`src/rtl/video_adj_pkg.sv`:
```
// Shared constants and saturating helpers for the brightness/contrast pipeline.
// The *_DEF values describe the default configuration; modules rescale them to their own widths.
package video_adj_pkg;

  localparam int PIPE_DEPTH = 3;

  localparam int DEF_DW   = 8;
  localparam int DEF_GW   = 8;
  localparam int DEF_FRAC = 6;
  localparam int DEF_BW   = 8;

  localparam int UNITY_GAIN = 2 ** DEF_FRAC;
  localparam int MID_GREY   = 2 ** (DEF_DW - 1);

  function automatic int sat_add(input int v, input int delta, input int lo, input int hi);
    int s;
    s = v + delta;
    if (s < lo) return lo;
    if (s > hi) return hi;
    return s;
  endfunction

  // One key-driven step; simultaneous up and down cancel out.
  function automatic int step_setting(input int v, input int step, input logic up,
                                      input logic dn, input int lo, input int hi);
    if (up && !dn) return sat_add(v, step, lo, hi);
    if (dn && !up) return sat_add(v, -step, lo, hi);
    return v;
  endfunction

endpackage

```
`src/rtl/adj_channel.sv`:
```
// One colour channel of the adjust pipeline: centre on mid-grey, apply gain,
// re-centre, add brightness, clamp. Three register stages, no stall.
module adj_channel
  import video_adj_pkg::*;
#(
  parameter int DW   = DEF_DW,
  parameter int GW   = DEF_GW,
  parameter int FRAC = DEF_FRAC,
  parameter int BW   = DEF_BW
) (
  input  logic          clk,
  input  logic          rst,
  input  logic [DW-1:0] x,
  input  logic          de,
  input  logic          byp,
  input  logic [GW-1:0] gain,
  input  logic [BW-1:0] bright,
  output logic [DW-1:0] y
);

  localparam int PW  = DW + GW + 2;
  localparam int SW  = PW + 1;
  localparam int MID = (MID_GREY >> (DEF_DW - 1)) << (DW - 1);

  localparam logic signed [DW:0]   MID_D   = (DW + 1)'(MID);
  localparam logic signed [SW-1:0] MID_S   = SW'(MID);
  localparam logic signed [SW-1:0] PIX_MAX = SW'((2 ** DW) - 1);

  logic signed [DW:0]    d1;
  logic [DW-1:0]         x1;
  logic                  de1, byp1;
  logic [GW-1:0]         g1;
  logic signed [BW-1:0]  b1;

  logic signed [PW-1:0]  p2;
  logic [DW-1:0]         x2;
  logic                  de2, byp2;
  logic signed [BW-1:0]  b2;

  logic signed [PW-1:0]  d_ext, g_ext;
  logic signed [SW-1:0]  sum3;
  logic [DW-1:0]         y_adj;

  assign d_ext = PW'(d1);
  assign g_ext = PW'({1'b0, g1});

  always_comb begin
    sum3 = SW'(p2 >>> FRAC) + SW'(b2) + MID_S;
    if (sum3[SW-1])          y_adj = '0;
    else if (sum3 > PIX_MAX) y_adj = '1;
    else                     y_adj = sum3[DW-1:0];
  end

  // Raw pixel and bypass flag ride alongside so bypass is bit-exact per pixel.
  always_ff @(posedge clk or posedge rst) begin
    if (rst) begin
      d1   <= '0;
      x1   <= '0;
      de1  <= 1'b0;
      byp1 <= 1'b0;
      g1   <= '0;
      b1   <= '0;
      p2   <= '0;
      x2   <= '0;
      de2  <= 1'b0;
      byp2 <= 1'b0;
      b2   <= '0;
      y    <= '0;
    end else begin
      d1   <= $signed({1'b0, x}) - MID_D;
      x1   <= x;
      de1  <= de;
      byp1 <= byp;
      g1   <= gain;
      b1   <= bright;
      p2   <= d_ext * g_ext;
      x2   <= x1;
      de2  <= de1;
      byp2 <= byp1;
      b2   <= b1;
      y    <= de2 ? (byp2 ? x2 : y_adj) : '0;
    end
  end

endmodule

```
`src/rtl/video_adjust_pipe.sv`:
```
// Brightness/contrast stage between frame-buffer read and HDMI encoder.
// Key pulses edit shadow settings; they become active only at Vsync rise.
module video_adjust_pipe
  import video_adj_pkg::*;
#(
  parameter int DW    = DEF_DW,
  parameter int NCH   = 3,
  parameter int GW    = DEF_GW,
  parameter int FRAC  = DEF_FRAC,
  parameter int BW    = DEF_BW,
  parameter int CSTEP = 6,
  parameter int BSTEP = 6
) (
  input  logic              Pclk,
  input  logic              Rst,
  input  logic              Vsync,
  input  logic              Hsync,
  input  logic              De,
  input  logic [NCH*DW-1:0] RGB,
  input  logic              inc_pulse,
  input  logic              dec_pulse,
  input  logic              sel,
  input  logic              bypass,
  output logic              Vsync_o,
  output logic              Hsync_o,
  output logic              De_o,
  output logic [NCH*DW-1:0] RGB_o,
  output logic [GW-1:0]     cur_gain,
  output logic [BW-1:0]     cur_bright
);

  localparam int UNITY      = (UNITY_GAIN >> DEF_FRAC) << FRAC;
  localparam int GAIN_MAX   = (2 ** GW) - 1;
  localparam int BRIGHT_MIN = -(2 ** (BW - 1));
  localparam int BRIGHT_MAX = (2 ** (BW - 1)) - 1;

  logic [GW-1:0]        shadow_gain, active_gain;
  logic signed [BW-1:0] shadow_bright, active_bright;
  logic                 vsync_q;
  logic                 frame_start;

  logic [PIPE_DEPTH-1:0] vs_d, hs_d, de_d;

  assign frame_start = Vsync & ~vsync_q;

  // Commit reads the pre-update shadow, so a pulse on the edge cycle waits a frame.
  always_ff @(posedge Pclk or posedge Rst) begin
    if (Rst) begin
      shadow_gain   <= GW'(UNITY);
      active_gain   <= GW'(UNITY);
      shadow_bright <= '0;
      active_bright <= '0;
      vsync_q       <= 1'b0;
    end else begin
      vsync_q <= Vsync;
      if (!sel)
        shadow_gain <= GW'(step_setting(int'(shadow_gain), CSTEP, inc_pulse, dec_pulse,
                                        0, GAIN_MAX));
      else
        shadow_bright <= BW'(step_setting(int'(shadow_bright), BSTEP, inc_pulse, dec_pulse,
                                          BRIGHT_MIN, BRIGHT_MAX));
      if (frame_start) begin
        active_gain   <= shadow_gain;
        active_bright <= shadow_bright;
      end
    end
  end

  always_ff @(posedge Pclk or posedge Rst) begin
    if (Rst) begin
      vs_d <= '0;
      hs_d <= '0;
      de_d <= '0;
    end else begin
      vs_d <= {vs_d[PIPE_DEPTH-2:0], Vsync};
      hs_d <= {hs_d[PIPE_DEPTH-2:0], Hsync};
      de_d <= {de_d[PIPE_DEPTH-2:0], De};
    end
  end

  assign Vsync_o    = vs_d[PIPE_DEPTH-1];
  assign Hsync_o    = hs_d[PIPE_DEPTH-1];
  assign De_o       = de_d[PIPE_DEPTH-1];
  assign cur_gain   = active_gain;
  assign cur_bright = active_bright;

  for (genvar i = 0; i < NCH; i++) begin : g_ch
    adj_channel #(
      .DW   (DW),
      .GW   (GW),
      .FRAC (FRAC),
      .BW   (BW)
    ) u_ch (
      .clk    (Pclk),
      .rst    (Rst),
      .x      (RGB[i*DW +: DW]),
      .de     (De),
      .byp    (bypass),
      .gain   (active_gain),
      .bright (active_bright),
      .y      (RGB_o[i*DW +: DW])
    );
  end

endmodule

```
`config.mk`:
```
export PLATFORM = sky130hd
export DESIGN_NAME = video_adjust_pipe
export DESIGN_NICKNAME = d
export VERILOG_FILES = /design/src/rtl/video_adj_pkg.sv /design/src/rtl/adj_channel.sv /design/src/rtl/video_adjust_pipe.sv
export SDC_FILE = /design/constraint.sdc
export NUM_CORES = 1
export LEC_CHECK = 0
export CAP_MARGIN = 0
export CORE_MARGIN = 1.5
export CORE_UTILIZATION = 63
export CTS_CLUSTER_SIZE = 16
export DETAILED_ROUTE_END_ITERATION = 8
export PLACE_DENSITY = 0.84
export SYNTH_ARGS = -nofsm -noshare
export SYNTH_HDL_FRONTEND = slang
export SYNTH_SLANG_ARGS = --single-unit
```
`constraint.sdc`:
```
create_clock -name Pclk -period 7.1 [get_ports Pclk]
set_input_delay 0.71 -clock Pclk [delete_from_list [all_inputs] [get_ports Pclk]]
set_output_delay 0.71 -clock Pclk [all_outputs]
set_load 0.01 [all_outputs]
```
# Word level (Yosys, flattened, before mapping)
# Cells that the tools add are included.
# Widths: inputs -> output; s select.
totals:
  reg_bits: 223
  inputBits: 33
  out_inout_bits: 43
  word_cells: 142
classes:
  n_addsub: 13
  n_mul: 3
  n_lt_le_gt_ge: 11
  mux: 74
  bitwise: 3
  n_reduce_logical: 8
ops:
  columns: ["operator", "n"]
  rows:
  - ["$mux 8", 34]
  - ["$add 19x9->19 const B", 3]
  - ["$gt 19x9->1 const B", 3]
  - ["$mul 9x9->18", 3]
  - ["$mux 1", 40]
  - ["$add 12x8->13", 3]
  - ["$gt 9x8->1 const B", 3]
  - ["$sub 8x8->9 const B", 3]
  - ["$add 8x4->9 const B", 2]
  - ["$lt 9x8->1 const B", 2]
  - ["$add 9x4->10 const B", 1]
  - ["$gt 10x9->1 const B", 1]
  - ["$lt 10x1->1 const B", 1]
  - ["$add 8x3->9 const B", 1]
  - ["$lt 9x1->1 const B", 1]
  - ["$reduce_and 2->1", 2]
  - ["$reduce_bool 2->1", 2]
  - ["$logic_and 1x1->1", 2]
  - ["$logic_not 1->1", 2]
  - ["$not 1->1", 2]
  - ["$and 1x1->1", 1]

# Logic depth before layout (Yosys ltp)
# Gate-level depths: netlist of the first run.
logic_depth:
  depth_word: 15
  ltp_mapped: 19
  mapped_depth_nobuf: 18

# Cells and area by module
# A second synthesis of the first run with hierarchy kept.
hier_totals:
  cells_unflattened: 1735
  area_unflattened_um2: 17752.0
by_module_without_submodules:
  columns: ["mod", "instances", "cells_per_inst", "area_each_um2", "seq_area_each_um2"]
  rows:
  - ["adj_channel (g_ch[2].u_ch)", 1, 485, 5114.9, 1626.6]
  - ["adj_channel (g_ch[1].u_ch)", 1, 483, 5067.4, 1626.6]
  - ["adj_channel (g_ch[0].u_ch)", 1, 482, 5027.3, 1626.6]
  - ["video_adjust_pipe", 1, 285, 2542.4, 1028.5]

# Worst setup path after synthesis of the first run
# No wires, ideal clock.
synth_timing:
  path_kind: "reg-to-reg"
  from: "register g_ch[2].u_ch.g1[1]"
  to: "register g_ch[2].u_ch.p2[17]"
  setup_time_ns: 0.080
  t_arrival_ns: 4.555
  required_ns: 7.020
  path_slack_ns: 2.465
  stages_incl_launch_ff: 18
  n_path_buf: 1
  period_less_slack_ns: 4.635
  cell_sequence: "dfrtp_1 -> clkbuf_1 -> and2_1 -> fa_1 -> fa_1 -> inv_1 -> fa_1 -> inv_1 -> fa_1 -> ha_1 -> a21o_1 -> a21oi_1 -> nand2b_1 -> a41o_1 -> nand3_1 -> nand2_1 -> o41ai_1 -> xnor2_1"
synth_via:
  elab_chain_cells: 1
synth_lines:
  columns: ["item", "line_no", "source"]
  rows:
  - ["start: declaration", "adj_channel.sv:32", "logic [GW-1:0] g1;"]
  - ["start signal: assignment", "adj_channel.sv:74", "g1 <= gain;"]
  - ["$mul 9x9->18", "adj_channel.sv:76", "p2 <= d_ext * g_ext;"]
  - ["end signal: assignment", "adj_channel.sv:76", null]
  - ["end: declaration", "adj_channel.sv:35", "logic signed [PW-1:0] p2;"]
# No other way between the ends.
# A chain may end at the register's enable or synchronous reset.

# Worst setup path after layout of the first run
# Same ends and word-level chain as after synthesis.

==> results.toml, run 1 <==
[global_route]
grt_pass1_wl_um = 57400
grt_start_max_net_pins = 104
grtUsageTotal_pct = 27.7
overflow = 0
grt_pass1_vias = 12110
antenna_found_initial = 0

[drt]
route.detailed.drc = 0
top_layer = "met4"
drt-total-wl_um = 34500
drt-met1-wl_um = 14500
ant_nets = 0
dr_wl_met2_um = 17400
drt-wirelength-per-cell_um = 17.1
vias = 11793
wl_met3_um = 1760
firstDrtPassIters = 5
viasPerCell = 5.83
drt-initial-drc-count = 802

[min_path]
min_path_type = "reg2reg"

[place]
dpl.cell_count = 1992
hpwlAfterDp_um = 25600
gp_congestion = 0.913
placed_area_um2 = 16900
pre_cts_ws_ns = 1.88
port_buffers = 75

[power_and_ir_drop]
vdd_drop_max_mv = 0.225
finalPower_mw = 9.08
p_leak_nw = 8.76
p_per_area_nw_per_um2 = 519

[sta]
holdWs_ns = 0.349
setup-tns-final_ns = 0
worst_slack_ns = 1.84
report.final.slew_viol_count = 0
period_minus_slack_ns = 5.26
post-route-period-util_pct = 74.1
hold_viol = 0
fmax_ghz = 0.190
setup_viol = 0
rsz0062_at_grt = "false"
tightest_slew_ns = 1.20
slew-limit-headroom_pct = 19.4
finClkSkew_ns = 0.0126

[critical_path]
cp.arrival_ns = 5.62
path_class = "reg2reg"
startpoint_type = "flop"
worstSetupEndpointType = "flop"
worstPathRequired_ns = 7.46
r2r_setup_slack_ns = 1.84
cp_max_fo = 22

[clocking]
cts_num_sinks = 178
cts_setup_buffers = 0
cts_tree = "done"
cts_buffers = 17
cts.root.buffer_cell = "clkbuf_16"
cts_hold_buf = 0
ctsHtreeMaxLevel = 4
clock_latency_ns = 0.45
clkTransAtPathRegs_ns = 0.07
cts.repair.resized = 0
cts_buffer_depth = 2

[die]
io_pins = 76
die-height_um = 162
core-area_um2 = 24500
initial_core_util_pct = 64.8
fp.dieArea_um2 = 26200
rows = 57
die_x_um = 162

[layout]
layout.nets = 2032
syn2layout_area_growth_pct = 10.0
drive_gt1_share_pct = 4.47
instances_no_fill = 2024
fillers = 1751
fin_util_pct = 71.3
postLayoutCellArea_um2 = 17500
antenna-diode-count = 0

[synthesis]
synth_top_flop_cell = "dfrtp_1"
async_flop_share_pct = 100
syn_area_per_cell_um2 = 9.74
synth_area_um2 = 15900
synth_edf_count = 0
synth-seq-cells = 178
ys_seq_area_share_pct = 28.0
synthCells = 1633
yosys_warnings = 0
yosysUniqueCellTypes = 82
synth_nets = 1978

[job]
drv_cap = 0

[outcome]
status = "finished, final reports clean"
[layout make-up]
class                   instances  area [µm²]  share of cell area, %
clock inverters                15         144                  0.822
multi-input cells            1143       10300                   58.7
inverters                     268        1010                   5.79
well taps                     324         405                   2.32
repair buffers                 79         781                   4.46
clock buffers                  17         425                   2.43
flip-flops and latches        178        4460                   25.5
[synthesized netlist by cell type, types with 6 or more instances]
cell type | instances | area, µm²
nor2b_1 | 8 | 50.1
and2_1 | 114 | 713
nor2_1 | 56 | 210
nor4_1 | 11 | 68.8
a31oi_1 | 7 | 43.8
and3_1 | 20 | 125
a21o_1 | 18 | 135
a22oi_1 | 7 | 52.6
a311oi_1 | 6 | 52.6
clkbuf_1 | 38 | 143
fa_1 | 168 | 3360
dfrtp_1 | 176 | 4400
o21ai_0 | 52 | 260
nand3_1 | 21 | 105
a211oi_1 | 9 | 67.6
o21a_1 | 8 | 60.1
o211ai_1 | 8 | 60.1
nand3b_1 | 8 | 60.1
nand2_1 | 152 | 571
mux2_2 | 10 | 113
a21oi_1 | 74 | 370
xor2_1 | 20 | 175
xnor2_1 | 43 | 377
ha_1 | 144 | 1800
a32o_1 | 7 | 70.1
nor3_1 | 31 | 155
nand2b_1 | 28 | 175
inv_1 | 268 | 1010
[layout by cell type (no fill, tap or decap), drive strengths merged, types with 10 or more instances in the layout]
cell / count
nor2b: 10
clkbuf: 17
and3: 20
and2: 115
a21o: 18
fa: 168
nand2: 152
xnor2: 43
nand2b: 28
a21oi: 74
inv: 275
nor2: 56
clkdlybuf4s50: 75
dfrtp: 176
nor4: 12
ha: 144
xor2: 20
nand3: 21
nor3: 32
mux2: 10
o21ai: 54
[final timing paths]
check,end,startpoint,depth (start not counted)
hold reg to reg,de_d[1],de_d[0],0
max in group asynchronous,g_ch[2].u_ch.g1[4],Rst,3
setup reg to reg,g_ch[2].u_ch.p2[17],g_ch[2].u_ch.g1[1],16
setup / recovery,g_ch[2].u_ch.p2[17],g_ch[2].u_ch.g1[1],16
min in group asynchronous,g_ch[1].u_ch.p2[16],Rst,2
hold / removal,de_d[1],de_d[0],0
[logic make-up (layout without fill, tap and decap cells)]
group	count (synthesis)	count (layout)	share of synthesized area, %
xor gates and xnor gates	63	63	3.47
AOI/OAI and AO/OA	273	273	11.9
and+or+nand+nor	485	485	16.1
buffers and inverters	312	379	7.38
muxes	10	10	0.708
DFF	178	178	28.0
adders and majority gates	312	312	32.5
[power breakdown]
part	switching, mW	internal, mW
Combinational	3.64	2.81
Sequential	0.346	1.37
Clock	0.450	0.464
[critical path: stages (launching register included)]
cell and delay, ns:
dfrtp_1 0.78, and2_1 0.31, fa_1 0.60, fa_1 0.59
inv_1 0.05, fa_1 0.49, inv_1 0.06, fa_1 0.47
ha_1 0.37, a21o_1 0.20, a21oi_1 0.18, nand2b_1 0.08
a41o_1 0.26, nand3_1 0.11, nand2_1 0.08, o41ai_1 0.38
xnor2_1 0.18
[registers in the layout, summed over array words and instances, names as in the netlist, 8 cells and up]
signal	count
g_ch.u_ch.p2	36
g_ch.u_ch.d1	24
g_ch.u_ch.x2	24
g_ch.u_ch.y	24
cur_bright	8
cur_gain	8
g_ch.u_ch.b1	8
g_ch.u_ch.b2	8
g_ch.u_ch.g1	8
shadow_bright	8
shadow_gain	8
[per-layer routing]
metal  global-route usage, %  vias to the layer above
met5                       0                        -
met1                    34.4                     5870
met2                    49.2                      357
met4                    10.6                        0
met3                    3.98                       79
li1                        -                     5487
No activity file was read; power rests on OpenSTA's default activity.
==> run 2, diff against run 1 <==
- clock period: 7.1 -> 5.4 ns (I/O delays scaled with it)
==> run 2 against run 1 <==
Sequential power is 33% higher. Final area is 0.24% higher. Register-to-register slack worse by 1.6 ns. Critical path depth stayed put. Core utilization is 0.17 points higher. Combinational power is 30% higher. Power is 31% higher. Setup slack worse by 1.6 ns. Sequential cell count stayed put. Via count is 0.94% higher. Critical path type unchanged.
==> results.toml, run 2 (synthesized netlist as in run 1, its figures left out) <==
[sta]
post-route-period-util_pct = 94.9
rsz0062_at_grt = "false"
period_minus_slack_ns = 5.13
hold_viol = 0
finClkSkew_ns = 0.0151
report.final.slew_viol_count = 0
worst_slack_ns = 0.275
setup-tns-final_ns = 0
slew-limit-headroom_pct = 11.2
tightest_slew_ns = 1.32
setup_viol = 0
fmax_ghz = 0.195

[place]
gp_congestion = 0.906
placed_area_um2 = 17000
hpwlAfterDp_um = 26500
pre_cts_ws_ns = 0.355
port_buffers = 75

[critical_path]
cp_slowest_cell = "dfrtp_1"
worstPathRequired_ns = 5.76
worstSetupEndpointType = "flop"
path_class = "reg2reg"
cp_max_fo = 24
cp_cell_sequence = "and2_1 > fa_1 > fa_1 > inv_1 > fa_1 > inv_1 > fa_1 > ha_1 > a21o_1 > a21oi_1 > nand2b_1 > a41o_1 > nand3_1 > nand2_1 > o41ai_1 > xnor2_1"
r2r_setup_slack_ns = 0.27
startpoint_type = "flop"
cp.arrival_ns = 5.48
cpPeakStageDelay_ns = 0.82
worst_path_most_repeated_cell = "fa_1"

[layout]
largest_reg_flops = 36
postLayoutCellArea_um2 = 17500
top_register = "g_ch.u_ch.p2"
seqCellArea_um2 = 4460
layout.nets = 2035
syn2layout_area_growth_pct = 10.3
multi_input_area_um2 = 10300
drive_gt1_share_pct = 4.58
fillers = 1732
layout_common_cells = "267 x inv_1, 176 x dfrtp_1, 168 x fa_1, 152 x nand2_1, 144 x ha_1"
fin_util_pct = 71.5
mostFrequentLayoutCell = "inv_1"

[power_and_ir_drop]
pwr-share-seq_pct = 19.1
vdd_drop_max_mv = 0.327
p_per_area_nw_per_um2 = 679
p_comb_share_pct = 70.6
finalPower_mw = 11.9
p_leak_nw = 8.79
internal_power_mw = 6.13
switchingPower_mw = 5.78
p_clk_share_pct = 10.3
swShare_pct = 48.5

[global_route]
antenna_found_initial = 1
grtUsageTotal_pct = 28.2
grt_start_max_net_pins = 146
grt_pass1_vias = 12282
grt_pass1_wl_um = 58400
overflow = 0

[clocking]
cts_tree = "done"
clkTransAtPathRegs_ns = 0.07
cts.root.buffer_cell = "clkbuf_16"
ctsHtreeMaxLevel = 4
cts_setup_buffers = 0
cts_buffers = 17
clock_latency_ns = 0.44
cts_num_sinks = 178
cts_hold_buf = 0
cts_buffer_depth = 2
cts.repair.resized = 0

[drt]
viasPerCell = 5.87
drt-wirelength-per-cell_um = 17.2
vias = 11904
route.detailed.drc = 0
ant_nets = 0
drt-total-wl_um = 34900
firstDrtPassIters = 5
drt-initial-drc-count = 816

[die]
die-height_um = 162
die_x_um = 162
initial_core_util_pct = 64.8
fp.dieArea_um2 = 26200
core-area_um2 = 24500
rows = 57
io_pins = 76

[job]
drv_cap = 0

[min_path]
min_path_type = "reg2reg"

[outcome]
status = "finished, final reports clean"
==> run 2: cell type report <==
type | count | area share, %
Multi-Input combinational cell | 1143 | 58.6
Timing Repair Buffer | 82 | 4.58
Inverter | 268 | 5.78
Tap cell | 324 | 2.31
Antenna cell | 1 | 0.0143
Clock inverter | 12 | 0.735
Sequential cell | 178 | 25.4
Clock buffer | 20 | 2.60
==> run 2: through the flow <==
step                      hold slack [ns]  instances
final                               0.348       2028
after global routing                0.354       2027
after CTS                           0.350       2027
after detailed placement            0.335       1995
after global placement              0.331       1995
after floorplan                     0.331       1633
==> run 2: final timing paths <==
check / cells after the start / start / to
max: 16 / g_ch[2].u_ch.g1[2] / g_ch[2].u_ch.p2[17]
min: 0 / g_ch[2].u_ch.x1[7] / g_ch[2].u_ch.x2[7]
max reg2reg: 16 / g_ch[2].u_ch.g1[2] / g_ch[2].u_ch.p2[17]
min reg2reg: 0 / g_ch[2].u_ch.x1[7] / g_ch[2].u_ch.x2[7]
max in group asynchronous: 3 / Rst / g_ch[1].u_ch.p2[8]
min in group asynchronous: 2 / Rst / g_ch[1].u_ch.p2[17]
==> run 2: power groups by stage <==
stage	Sequential (mW)	Combinational (mW)	Clock, mW
after CTS	2.26	8.44	1.25
after floorplan	2.04	6.68	0
final	2.27	8.41	1.23
after global routing	2.32	9.57	1.31
after detailed placement	2.28	8.32	0
after global placement	2.27	7.87	0
==> run 2: worst max-delay path, delay by kind of cell, from the launching register on <==
| family | cells | cell delay (ns) |
|---|---|---|
| AOI/OAI and AO/OA | 4 | 0.98 |
| DFF | 1 | 0.82 |
| and+or+nand+nor | 4 | 0.53 |
| buffers and inverters | 2 | 0.10 |
| adders and majority gates | 5 | 2.45 |
| xor gates and xnor gates | 1 | 0.17 |
==> run 2: layer usage <==
layer	GRT usage [%]	up-vias	part of all wire (%)
met5	0	-	0.034
met4	10.1	2	2.7
met3	5.90	74	6.2
met2	49.5	383	51
met1	34.5	5960	40
li1	-	5485	-
